`config.mk`:
```
export PLATFORM = sky130hd
export DESIGN_NAME = halftone_stream_converter_flat
export DESIGN_NICKNAME = d
export VERILOG_FILES = /design/src/rtl/halftone_pkg.sv /design/src/rtl/halftone_stream_converter_if.sv /design/src/rtl/halftone_pixel_core.sv /design/src/rtl/halftone_stream_converter.sv /design/src/flat_wrapper.sv
export SDC_FILE = /design/constraint.sdc
export NUM_CORES = 1
export LEC_CHECK = 0
export ABC_CLOCK_PERIOD_IN_PS = 27800
export CAP_MARGIN = 20
export CORE_MARGIN = 10
export CORE_UTILIZATION = 50
export CTS_CLUSTER_DIAMETER = 60
export CTS_CLUSTER_SIZE = 30
export DETAILED_ROUTE_END_ITERATION = 8
export MAX_ROUTING_LAYER = met4
export PLACE_DENSITY = 0.67
export REMOVE_ABC_BUFFERS = 1
export SLEW_MARGIN = 30
export SYNTH_ARGS = -nofsm -noshare
export SYNTH_HDL_FRONTEND = slang
export SYNTH_SLANG_ARGS = --single-unit
```
`constraint.sdc`:
```
create_clock -name clock -period 27.8 [get_ports clock]
set_clock_uncertainty 0.2 [all_clocks]
set_input_delay 5.56 -clock clock [delete_from_list [all_inputs] [get_ports clock]]
set_output_delay 5.56 -clock clock [all_outputs]
set_load 0.02 [all_outputs]
```
`src/rtl/halftone_pkg.sv`:
```
`default_nettype none
// ============================================================================
// Module      : halftone_pkg
// Description : Shared constants and helpers for the streaming halftoner.
// Revision    : 1.0 - initial release
// ============================================================================
package halftone_pkg;

    localparam int C_DEF_PIX_W  = 8;
    localparam int C_DEF_THRESH = 128;
    localparam int C_DEF_W_L    = 2;
    localparam int C_DEF_W_UL   = 8;
    localparam int C_DEF_W_U    = 4;
    localparam int C_DEF_W_UR   = 2;

    // Weights are normalised by a 4-bit arithmetic shift, so they must sum to 16.
    localparam int C_WEIGHT_SUM   = 16;
    localparam int C_WEIGHT_SHIFT = 4;

    function automatic int err_w(input int pix_w);
        return pix_w + 2;
    endfunction

    function automatic int sat_err(input int value, input int width);
        int hi;
        int lo;
        hi = (1 << (width - 1)) - 1;
        lo = -(1 << (width - 1));
        if (value > hi) begin
            return hi;
        end
        if (value < lo) begin
            return lo;
        end
        return value;
    endfunction

endpackage
`default_nettype wire

```
`src/rtl/halftone_stream_converter_if.sv`:
```
`default_nettype none
// ============================================================================
// Module      : halftone_stream_converter_if
// Description : Pixel-in / halftone-bit-out stream bundle.
// Revision    : 1.0 - initial release
// ============================================================================
interface halftone_stream_converter_if #(
    parameter int PIX_W = 8
);
    logic             in_valid;
    logic             in_ready;
    logic [PIX_W-1:0] in_pixel;
    logic             in_sof;
    logic             diffuse_en;
    logic             out_valid;
    logic             out_ready;
    logic             out_bit;
    logic             out_eol;
    logic             out_eof;

    modport master (
        output in_valid, in_pixel, in_sof, diffuse_en, out_ready,
        input  in_ready, out_valid, out_bit, out_eol, out_eof
    );

    modport slave (
        input  in_valid, in_pixel, in_sof, diffuse_en, out_ready,
        output in_ready, out_valid, out_bit, out_eol, out_eof
    );
endinterface
`default_nettype wire

```
`src/rtl/halftone_pixel_core.sv`:
```
`default_nettype none
// ============================================================================
// Module      : halftone_pixel_core
// Description : Combinational error-diffusion decision for a single pixel.
// Revision    : 1.0 - initial release
// ============================================================================
module halftone_pixel_core
    import halftone_pkg::*;
#(
    parameter int PIX_W  = C_DEF_PIX_W,
    parameter int THRESH = C_DEF_THRESH,
    parameter int W_L    = C_DEF_W_L,
    parameter int W_UL   = C_DEF_W_UL,
    parameter int W_U    = C_DEF_W_U,
    parameter int W_UR   = C_DEF_W_UR,
    localparam int ERR_W = err_w(PIX_W)
) (
    input  wire logic [PIX_W-1:0]        i_pixel,
    input  wire logic signed [ERR_W-1:0] i_err_l,
    input  wire logic signed [ERR_W-1:0] i_err_ul,
    input  wire logic signed [ERR_W-1:0] i_err_u,
    input  wire logic signed [ERR_W-1:0] i_err_ur,
    input  wire logic                    i_diffuse_en,
    output logic                         o_bit,
    output logic signed [ERR_W-1:0]      o_err
);

    localparam int SUM_W = ERR_W + 6;
    localparam int CPV_W = PIX_W + 3;
    localparam logic signed [CPV_W:0] C_WHITE = (CPV_W+1)'((1 << PIX_W) - 1);

    logic signed [SUM_W-1:0] w_sum;
    logic signed [SUM_W-1:0] w_eav;
    logic signed [CPV_W-1:0] w_cpv;
    logic signed [CPV_W:0]   w_err_raw;
    int                      w_err_sat;

    always_comb begin
        w_sum = $signed(SUM_W'(W_L))  * $signed(SUM_W'(i_err_l))
              + $signed(SUM_W'(W_UL)) * $signed(SUM_W'(i_err_ul))
              + $signed(SUM_W'(W_U))  * $signed(SUM_W'(i_err_u))
              + $signed(SUM_W'(W_UR)) * $signed(SUM_W'(i_err_ur));
        w_eav = i_diffuse_en ? (w_sum >>> C_WEIGHT_SHIFT) : '0;
        w_cpv = $signed({3'b000, i_pixel}) + $signed(CPV_W'(w_eav));
        o_bit = (w_cpv >= $signed(CPV_W'(THRESH)));
        w_err_raw = $signed((CPV_W+1)'(w_cpv)) - (o_bit ? C_WHITE : '0);
        w_err_sat = sat_err(int'(w_err_raw), ERR_W);
        o_err     = i_diffuse_en ? ERR_W'(w_err_sat) : '0;
    end

endmodule
`default_nettype wire

```
`src/rtl/halftone_stream_converter.sv`:
```
`default_nettype none
// ============================================================================
// Module      : halftone_stream_converter
// Description : Streaming raster-order error-diffusion halftoner with a
//               one-row error line buffer and a single output register.
// Revision    : 1.0 - initial release
// ============================================================================
module halftone_stream_converter
    import halftone_pkg::*;
#(
    parameter int PIX_W  = C_DEF_PIX_W,
    parameter int COLS   = 8,
    parameter int ROWS   = 6,
    parameter int THRESH = C_DEF_THRESH,
    parameter int W_L    = C_DEF_W_L,
    parameter int W_UL   = C_DEF_W_UL,
    parameter int W_U    = C_DEF_W_U,
    parameter int W_UR   = C_DEF_W_UR
) (
    input  wire logic                   clock,
    input  wire logic                   reset,
    halftone_stream_converter_if.slave  bus
);

    localparam int ERR_W = err_w(PIX_W);
    localparam int COL_W = $clog2(COLS);
    localparam int ROW_W = (ROWS > 1) ? $clog2(ROWS) : 1;
    localparam logic [COL_W-1:0] C_LAST_COL = COL_W'(COLS - 1);
    localparam logic [ROW_W-1:0] C_LAST_ROW = ROW_W'(ROWS - 1);

    logic [COL_W-1:0]        col_q, col_d;
    logic [ROW_W-1:0]        row_q, row_d;
    logic signed [ERR_W-1:0] left_err_q, left_err_d;
    logic signed [ERR_W-1:0] err_row_q [COLS];
    logic signed [ERR_W-1:0] err_row_d [COLS];
    logic                    out_valid_q, out_valid_d;
    logic                    out_bit_q, out_bit_d;
    logic                    out_eol_q, out_eol_d;
    logic                    out_eof_q, out_eof_d;

    logic                    w_in_ready;
    logic                    w_accept;
    logic [COL_W-1:0]        w_col;
    logic [ROW_W-1:0]        w_row;
    logic                    w_first_col;
    logic                    w_last_col;
    logic                    w_first_row;
    logic signed [ERR_W-1:0] w_e_l, w_e_ul, w_e_u, w_e_ur;
    logic                    w_bit;
    logic signed [ERR_W-1:0] w_err;

    // An accepted start-of-frame pixel is placed at (0,0) regardless of the counters.
    always_comb begin
        w_in_ready  = !out_valid_q || bus.out_ready;
        w_accept    = bus.in_valid && w_in_ready;
        w_col       = bus.in_sof ? '0 : col_q;
        w_row       = bus.in_sof ? '0 : row_q;
        w_first_col = (w_col == '0);
        w_last_col  = (w_col == C_LAST_COL);
        w_first_row = (w_row == '0);

        w_e_l  = '0;
        w_e_ul = '0;
        w_e_u  = '0;
        w_e_ur = '0;
        if (!w_first_col) begin
            w_e_l = left_err_q;
        end
        if (!w_first_row) begin
            w_e_u = err_row_q[w_col];
            if (!w_first_col) begin
                w_e_ul = err_row_q[w_col - 1'b1];
            end
            if (!w_last_col) begin
                w_e_ur = err_row_q[w_col + 1'b1];
            end
        end
    end

    halftone_pixel_core #(
        .PIX_W  (PIX_W),
        .THRESH (THRESH),
        .W_L    (W_L),
        .W_UL   (W_UL),
        .W_U    (W_U),
        .W_UR   (W_UR)
    ) u_core (
        .i_pixel      (bus.in_pixel),
        .i_err_l      (w_e_l),
        .i_err_ul     (w_e_ul),
        .i_err_u      (w_e_u),
        .i_err_ur     (w_e_ur),
        .i_diffuse_en (bus.diffuse_en),
        .o_bit        (w_bit),
        .o_err        (w_err)
    );

    // The line-buffer slot behind the current column is retired from left_err,
    // so err_row[c] and err_row[c+1] still hold the previous row when read.
    always_comb begin
        col_d       = col_q;
        row_d       = row_q;
        left_err_d  = left_err_q;
        err_row_d   = err_row_q;
        out_valid_d = out_valid_q;
        out_bit_d   = out_bit_q;
        out_eol_d   = out_eol_q;
        out_eof_d   = out_eof_q;

        if (w_accept) begin
            if (!w_first_col) begin
                err_row_d[w_col - 1'b1] = left_err_q;
            end
            left_err_d = w_err;
            if (w_last_col) begin
                err_row_d[C_LAST_COL] = w_err;
                col_d = '0;
                row_d = (w_row == C_LAST_ROW) ? '0 : w_row + 1'b1;
            end else begin
                col_d = w_col + 1'b1;
                row_d = w_row;
            end
            out_valid_d = 1'b1;
            out_bit_d   = w_bit;
            out_eol_d   = w_last_col;
            out_eof_d   = w_last_col && (w_row == C_LAST_ROW);
        end else if (bus.out_ready) begin
            out_valid_d = 1'b0;
        end
    end

    always_ff @(posedge clock) begin
        if (reset) begin
            col_q       <= '0;
            row_q       <= '0;
            left_err_q  <= '0;
            out_valid_q <= 1'b0;
            out_bit_q   <= 1'b0;
            out_eol_q   <= 1'b0;
            out_eof_q   <= 1'b0;
        end else begin
            col_q       <= col_d;
            row_q       <= row_d;
            left_err_q  <= left_err_d;
            out_valid_q <= out_valid_d;
            out_bit_q   <= out_bit_d;
            out_eol_q   <= out_eol_d;
            out_eof_q   <= out_eof_d;
        end
    end

    // Row 0 masks every line-buffer read, so the buffer needs no reset.
    always_ff @(posedge clock) begin
        err_row_q <= err_row_d;
    end

    assign bus.in_ready  = w_in_ready;
    assign bus.out_valid = out_valid_q;
    assign bus.out_bit   = out_bit_q;
    assign bus.out_eol   = out_eol_q;
    assign bus.out_eof   = out_eof_q;

endmodule
`default_nettype wire

```
`src/flat_wrapper.sv`:
```
// flat-port wrapper written by rule: the top's interface ports become plain ports
module halftone_stream_converter_flat import halftone_pkg::*;
#(
    parameter int PIX_W  = C_DEF_PIX_W,
    parameter int COLS   = 8,
    parameter int ROWS   = 6,
    parameter int THRESH = C_DEF_THRESH,
    parameter int W_L    = C_DEF_W_L,
    parameter int W_UL   = C_DEF_W_UL,
    parameter int W_U    = C_DEF_W_U,
    parameter int W_UR   = C_DEF_W_UR
)
  (clock, reset, bus_in_valid, bus_in_pixel, bus_in_sof, bus_diffuse_en, bus_out_ready, bus_in_ready, bus_out_valid, bus_out_bit, bus_out_eol, bus_out_eof);
  halftone_stream_converter_if #(.PIX_W(PIX_W)) bus_i ();
  input  wire logic clock;
  input  wire logic reset;
  input wire logic [$bits(bus_i.in_valid)-1:0] bus_in_valid;
  input wire logic [$bits(bus_i.in_pixel)-1:0] bus_in_pixel;
  input wire logic [$bits(bus_i.in_sof)-1:0] bus_in_sof;
  input wire logic [$bits(bus_i.diffuse_en)-1:0] bus_diffuse_en;
  input wire logic [$bits(bus_i.out_ready)-1:0] bus_out_ready;
  output wire logic [$bits(bus_i.in_ready)-1:0] bus_in_ready;
  output wire logic [$bits(bus_i.out_valid)-1:0] bus_out_valid;
  output wire logic [$bits(bus_i.out_bit)-1:0] bus_out_bit;
  output wire logic [$bits(bus_i.out_eol)-1:0] bus_out_eol;
  output wire logic [$bits(bus_i.out_eof)-1:0] bus_out_eof;
  assign bus_i.in_valid = bus_in_valid;
  assign bus_i.in_pixel = bus_in_pixel;
  assign bus_i.in_sof = bus_in_sof;
  assign bus_i.diffuse_en = bus_diffuse_en;
  assign bus_i.out_ready = bus_out_ready;
  assign bus_in_ready = bus_i.in_ready;
  assign bus_out_valid = bus_i.out_valid;
  assign bus_out_bit = bus_i.out_bit;
  assign bus_out_eol = bus_i.out_eol;
  assign bus_out_eof = bus_i.out_eof;
  halftone_stream_converter #(.PIX_W(PIX_W), .COLS(COLS), .ROWS(ROWS), .THRESH(THRESH), .W_L(W_L), .W_UL(W_UL), .W_U(W_U), .W_UR(W_UR)) u_core (.clock(clock), .reset(reset), .bus(bus_i));
endmodule
```
==> flow_summary.toml, run 1 <==
[logic_synthesis]
syn_inst = 768
yosys_warnings = 0
synth_seq_cells = 100
synth_flop_cell = "edfxtp_1"
yosysSeqAreaShare_pct = 35.7
synth_edf_count = 80
yosys.area.top_type_share_pct = 30.6
synth_area_sq_um = 7850
syn_area_per_cell_sq_um = 10.2
synth_cell_types = 77
synth_top_area_cell = "edfxtp_1"
synth_area_leaders = "edfxtp_1 (31%), mux4_2 (10%), fa_1 (6.4%)"
async_reset_ff_share_pct = 0

[final_layout]
syn2layout_area_growth_pct = 9.23
final_cell_area_sq_um = 8570
num_antenna_cells = 0
drive_above_1_share_pct = 14.8
fin_cells = 983
nFillCells = 1349
num-nets-final = 830
fin_util_pct = 56.0

[critical_path]
regToRegSetupSlack_ns = 15.70
path_class = "input port to flop"
crit_top_cell = "nor2_1"
worst_path_largest_cell_delay_ns = 0.83
cp-end-kind = "flop"
worst_r2r_startpoint = "u_core.col_q[0]"
cp-start-kind = "input port"
cpMaxStageDelayCell = "ha_1"
r2r_end = "u_core.err_row_q[0]"
arrival_ns = 17.25
reg2regPathDepth = 42
worstPathMaxFanout = 26
required_ns = 27.75
critPathLaunch = "bus_in_sof"

[clock_tree]
clkSinkCount = 100
root_buffer = "clkbuf_16"
cts_setup_buffers = 0
cts_tree = "done"
clkTransAtPathRegs_ns = 0.07
cts_buffers = 9
cts-resized-gates = 0
cts_hold_buf = 0
htreeDepth = 3
clock_latency_ns = 0.35
clock_path_buffers = 2

[min_path]
hold_end = "u_core.bus.out_bit"
min_from = "u_core.bus.out_bit"
holdCritPathClass = "flop to flop"
hold_depth = 2

[global_route]
grt-ovfl-total = 0
grt_pass1_wl_mm = 34.8
antenna_found_initial = 0
grt_max_degree = 52
first_global_vias = 6220
track_usage_pct = 21.2

[outcome]
status = "finished clean"

[detailed_routing]
vias = 6365
final_antenna_net_count = 0
route.layer.met1.wl_mm = 9.65
post_drt_wl_per_cell_microns = 22.6
avgViaCountPerCell = 6.48
drt_wl_total_mm = 22.2
drc = 0
wl_met3_mm = 1.84
topRoutingLayerUsed = "met4"
met2_length_mm = 10.3
drt_iter0_markers = 815
firstDrtPassIters = 7

[floorplan]
dieArea_sq_um = 21100
dieWidth_microns = 145
core_sq_um = 15300
start_util_pct = 51.3
num_rows = 45
pin_count = 19
dieHeight_microns = 145

[sta]
max_freq_mhz = 57.8
worstMarginPinSlew_ns = 0.913
finalCritPeriodShare_pct = 62.3
period_needed_ns = 17.31
finalSetupTns_ns = 0
layout_setup_ws_ns = 10.49
final_max_slew_viol_count = 0
slew_headroom_pct = 39.1
hold_viol_final = 0
setup_viol = 0
rsz0062_at_grt = "false"
holdWs_ns = 0.260

[power_and_ir_drop]
p_total_uw = 359
peakVddDrop_v = 0.0000294
total_leakage_power_nw = 3.13
p_per_area_nw_per_um2 = 41.9

[placement]
pre_cts_slack_ns = 10.06
place_congestion = 0.930
port_buffers = 18
dp_hpwl_mm = 16.2
dp_cells = 965
place_area_sq_um = 8260

[flow_run]
maxCapViolCount = 0
[layout by cell type (no fill, tap or decap), drive strengths merged, types with 20 or more instances in the layout]
cell and instances:
mux4 35, nor2b 23, fa 25, nor2 80, a21oi 54, edfxtp 80
nand2 78, inv 32, o21ai 21, dfxtp 20, ha 24
[critical path, delay by kind of cell]
family / cells / cell delay, ns
AO/OA/AOI/OAI: 13 / 3.10
adder cells (fa/ha/maj): 6 / 2.99
AND/OR/NAND/NOR: 14 / 2.94
buffers and inverters: 5 / 1.63
multiplexers: 3 / 0.88
XOR/XNOR: 1 / 0.14
[synth_stat cells, drive strengths merged, types with 14 or more instances]
cell and number:
ha 24, o21ai 21, dfxtp 20, fa 25, mux2 15, nor2b 23, clkbuf 27, mux4 35
nand2 78, buf 18, edfxtp 80, a21oi 54, nor3 16, xnor2 14, nor2 80, mux2i 18
a211oi 16, inv 31, o22ai 15
[cell families (layout without fill, tap and decap cells)]
family	count (synthesis)	count (layout)	synth area share, %
AOI/OAI and AO/OA	188	188	16.9
xor gates and xnor gates	22	22	2.45
adders and majority gates	49	49	10.2
buffers and inverters	77	81	4.06
DFF	100	100	35.7
muxes	68	68	14.7
and+or+nand+nor	264	264	15.9
[sequential cells by signal (all words and copies together) (netlist names)]
signal,count
u_core.left_err_q,10
u_core.bus.out_valid,1
u_core.bus.out_eof,1
u_core.row_q,3
u_core.col_q,3
u_core.bus.out_bit,1
u_core.bus.out_eol,1
u_core.err_row_q,80
[routing by layer]
metal / up-vias / GRT usage, %
li1: 2874 / -
met1: 3161 / 28.2
met2: 296 / 31.4
met3: 34 / 5.28
met4: 0 / 6.12
met5: - / -
[how the worst max path moves through the flow]
stage	to	slack, ns	cells after the start
floorplan	u_core.err_row_q[0]	8.18	41
global placement	u_core.err_row_q[7]	10.54	42
detailed placement	u_core.err_row_q[0]	10.06	42
CTS	u_core.err_row_q[0]	10.42	42
global route	u_core.err_row_q[0]	9.81	42
finish	u_core.err_row_q[0]	10.49	42
[report_power, final]
group	total [mW]	switching (mW)	leakage, nW	internal [mW]
sequential	0.172	0.00622	0.936	0.166
combinational	0.0673	0.0404	2.05	0.0270
clock	0.120	0.0539	0.143	0.0661
total	0.359	0.100	3.13	0.259
[layout make-up]
cell class | count | area (sq um) | share of cell area, %
clock buffer | 12 | 256 | 2.99
timing repair buffer | 33 | 304 | 3.55
sequential | 100 | 2800 | 32.7
clock inverter | 4 | 31.3 | 0.365
multi-input combinational | 591 | 4790 | 55.9
inverter | 32 | 124 | 1.44
tap | 211 | 264 | 3.08
Note: power is estimated with default switching activity, not from simulation.
==> run 2, diff against run 1 <==
Settings changed: ABC_CLOCK_PERIOD_IN_PS 27800 to 14100, PLACE_DENSITY 0.67 to 0.69.
Clock period 27.8 ns to 14.1 ns, I/O delays scaled along.
==> run 2 against run 1 <==
  * Wire length is essentially flat
  * Worst hold slack better by 0.0040 ns
  * Die area unchanged
  * Via count up 0.47%
  * Worst setup slack lost 9.8 ns
  * Critical path depth up 2
  * Combinational power increased by 100%
  * Cell area grew 0.93%
  * Critical path type unchanged
  * Highest routed layer unchanged
==> flow_summary.toml, run 2 (synthesis gave the netlist of run 1 again) <==
[detailed_routing]
drt_wl_total_mm = 22.2
vias = 6395
post_drt_wl_per_cell_microns = 22.3
avgViaCountPerCell = 6.42
drt_iter0_markers = 695
drc = 0
final_antenna_net_count = 0
firstDrtPassIters = 5

[clock_tree]
cts_tree = "done"
clock_latency_ns = 0.35
root_buffer = "clkbuf_16"
cts_buffers = 9
cts_setup_buffers = 0
clkTransAtPathRegs_ns = 0.07
htreeDepth = 3
cts_hold_buf = 0
cts-resized-gates = 0
clock_path_buffers = 2
clkSinkCount = 100

[critical_path]
worstPathMaxFanout = 14
worst_path_largest_cell_delay_ns = 0.69
arrival_ns = 13.39
path_class = "input port to flop"
cp-start-kind = "input port"
cp-end-kind = "flop"
cpMaxStageDelayCell = "clkdlybuf4s50_1"
crit_top_cell = "a21oi_1"
required_ns = 14.06

[sta]
worstMarginPinSlew_ns = 1.02
finalCritPeriodShare_pct = 95.2
rsz0062_at_grt = "false"
holdWs_ns = 0.264
setup_viol = 0
slew_headroom_pct = 31.6
max_freq_mhz = 74.5
layout_setup_ws_ns = 0.673
final_max_slew_viol_count = 0
hold_viol_final = 0
period_needed_ns = 13.43

[floorplan]
num_rows = 45
dieWidth_microns = 145
start_util_pct = 51.3
dieArea_sq_um = 21100
core_sq_um = 15300
pin_count = 19
dieHeight_microns = 145

[placement]
place_congestion = 0.969
port_buffers = 18
dp_hpwl_mm = 16.4
pre_cts_slack_ns = 0.166

[global_route]
antenna_found_initial = 0
grt_pass1_wl_mm = 35.3
grt-ovfl-total = 0
grt_max_degree = 34
track_usage_pct = 21.4
first_global_vias = 6375

[final_layout]
fin_util_pct = 56.5
regMostFlops = "u_core.err_row_q"
syn2layout_area_growth_pct = 10.2
reg_top3 = "u_core.err_row_q: 80 flops, u_core.left_err_q: 10 flops"
final_cell_mix = "nor2_1 (80), edfxtp_1 (80), nand2_1 (77)"
num-nets-final = 843
largest_register_ffs = 80
num_antenna_cells = 0
drive_above_1_share_pct = 16.2

[min_path]
holdCritPathClass = "flop to flop"

[power_and_ir_drop]
p_per_area_nw_per_um2 = 80.9
peakVddDrop_v = 0.0000785
p_total_uw = 700
total_leakage_power_nw = 3.18

[outcome]
status = "finished clean"

[flow_run]
maxCapViolCount = 0
-- run 2: critical path, delay by kind of cell --
kind            cells  cell delay (ns)
compound gates     15             3.37
xor+xnor            1             0.15
fa+ha+maj           6             2.56
mux                 2             0.60
buf+inv             6             1.22
simple gates       14             2.64
-- run 2: metrics by stage --
step | cells | instance area [sq um] | TNS [ns]
after floorplan | 723 | 7650 | -52.03
after global placement | 978 | 8350 | 0
after detailed placement | 980 | 8370 | 0
after CTS | 996 | 8630 | 0
after global routing | 996 | 8650 | 0
final | 996 | 8650 | 0
-- run 2: metal layers --
metal  GRT usage [%]  vias to the layer above  share of wire [%]
li1                -                     2908                  -
met1            28.4                     3118                 42
met2            33.6                      338                 48
met3            3.79                       31                8.5
met4            4.70                        0                1.5
met5               -                        -                  0
-- run 2: power by group --
group	internal, mW	switching [mW]	total [mW]	leakage, nW
clock network	0.120	0.105	0.225	0.131
logic	0.0557	0.0799	0.136	2.11
registers	0.327	0.0122	0.339	0.935
-- run 2: area by class of cell --
class                           count  area (sq um)
Inverter                           32           124
Sequential cell                   100          2800
Timing Repair Buffer               46           398
Clock buffer                       12           236
Tap cell                          211           264
Fill cell                        1339          6660
Clock inverter                      4          26.3
Multi-Input combinational cell    591          4800
-- run 2: path summary, 6_finish.rpt --
check / start / to / slack, ns / cells after the start
setup / recovery: bus_in_sof / u_core.err_row_q[4] / 0.67 / 44
setup reg to reg: u_core.col_q[1] / u_core.err_row_q[4] / 3.56 / 42
hold / removal: u_core.bus.out_bit / u_core.bus.out_bit / 0.26 / 2
hold reg to reg: u_core.bus.out_bit / u_core.bus.out_bit / 0.26 / 2
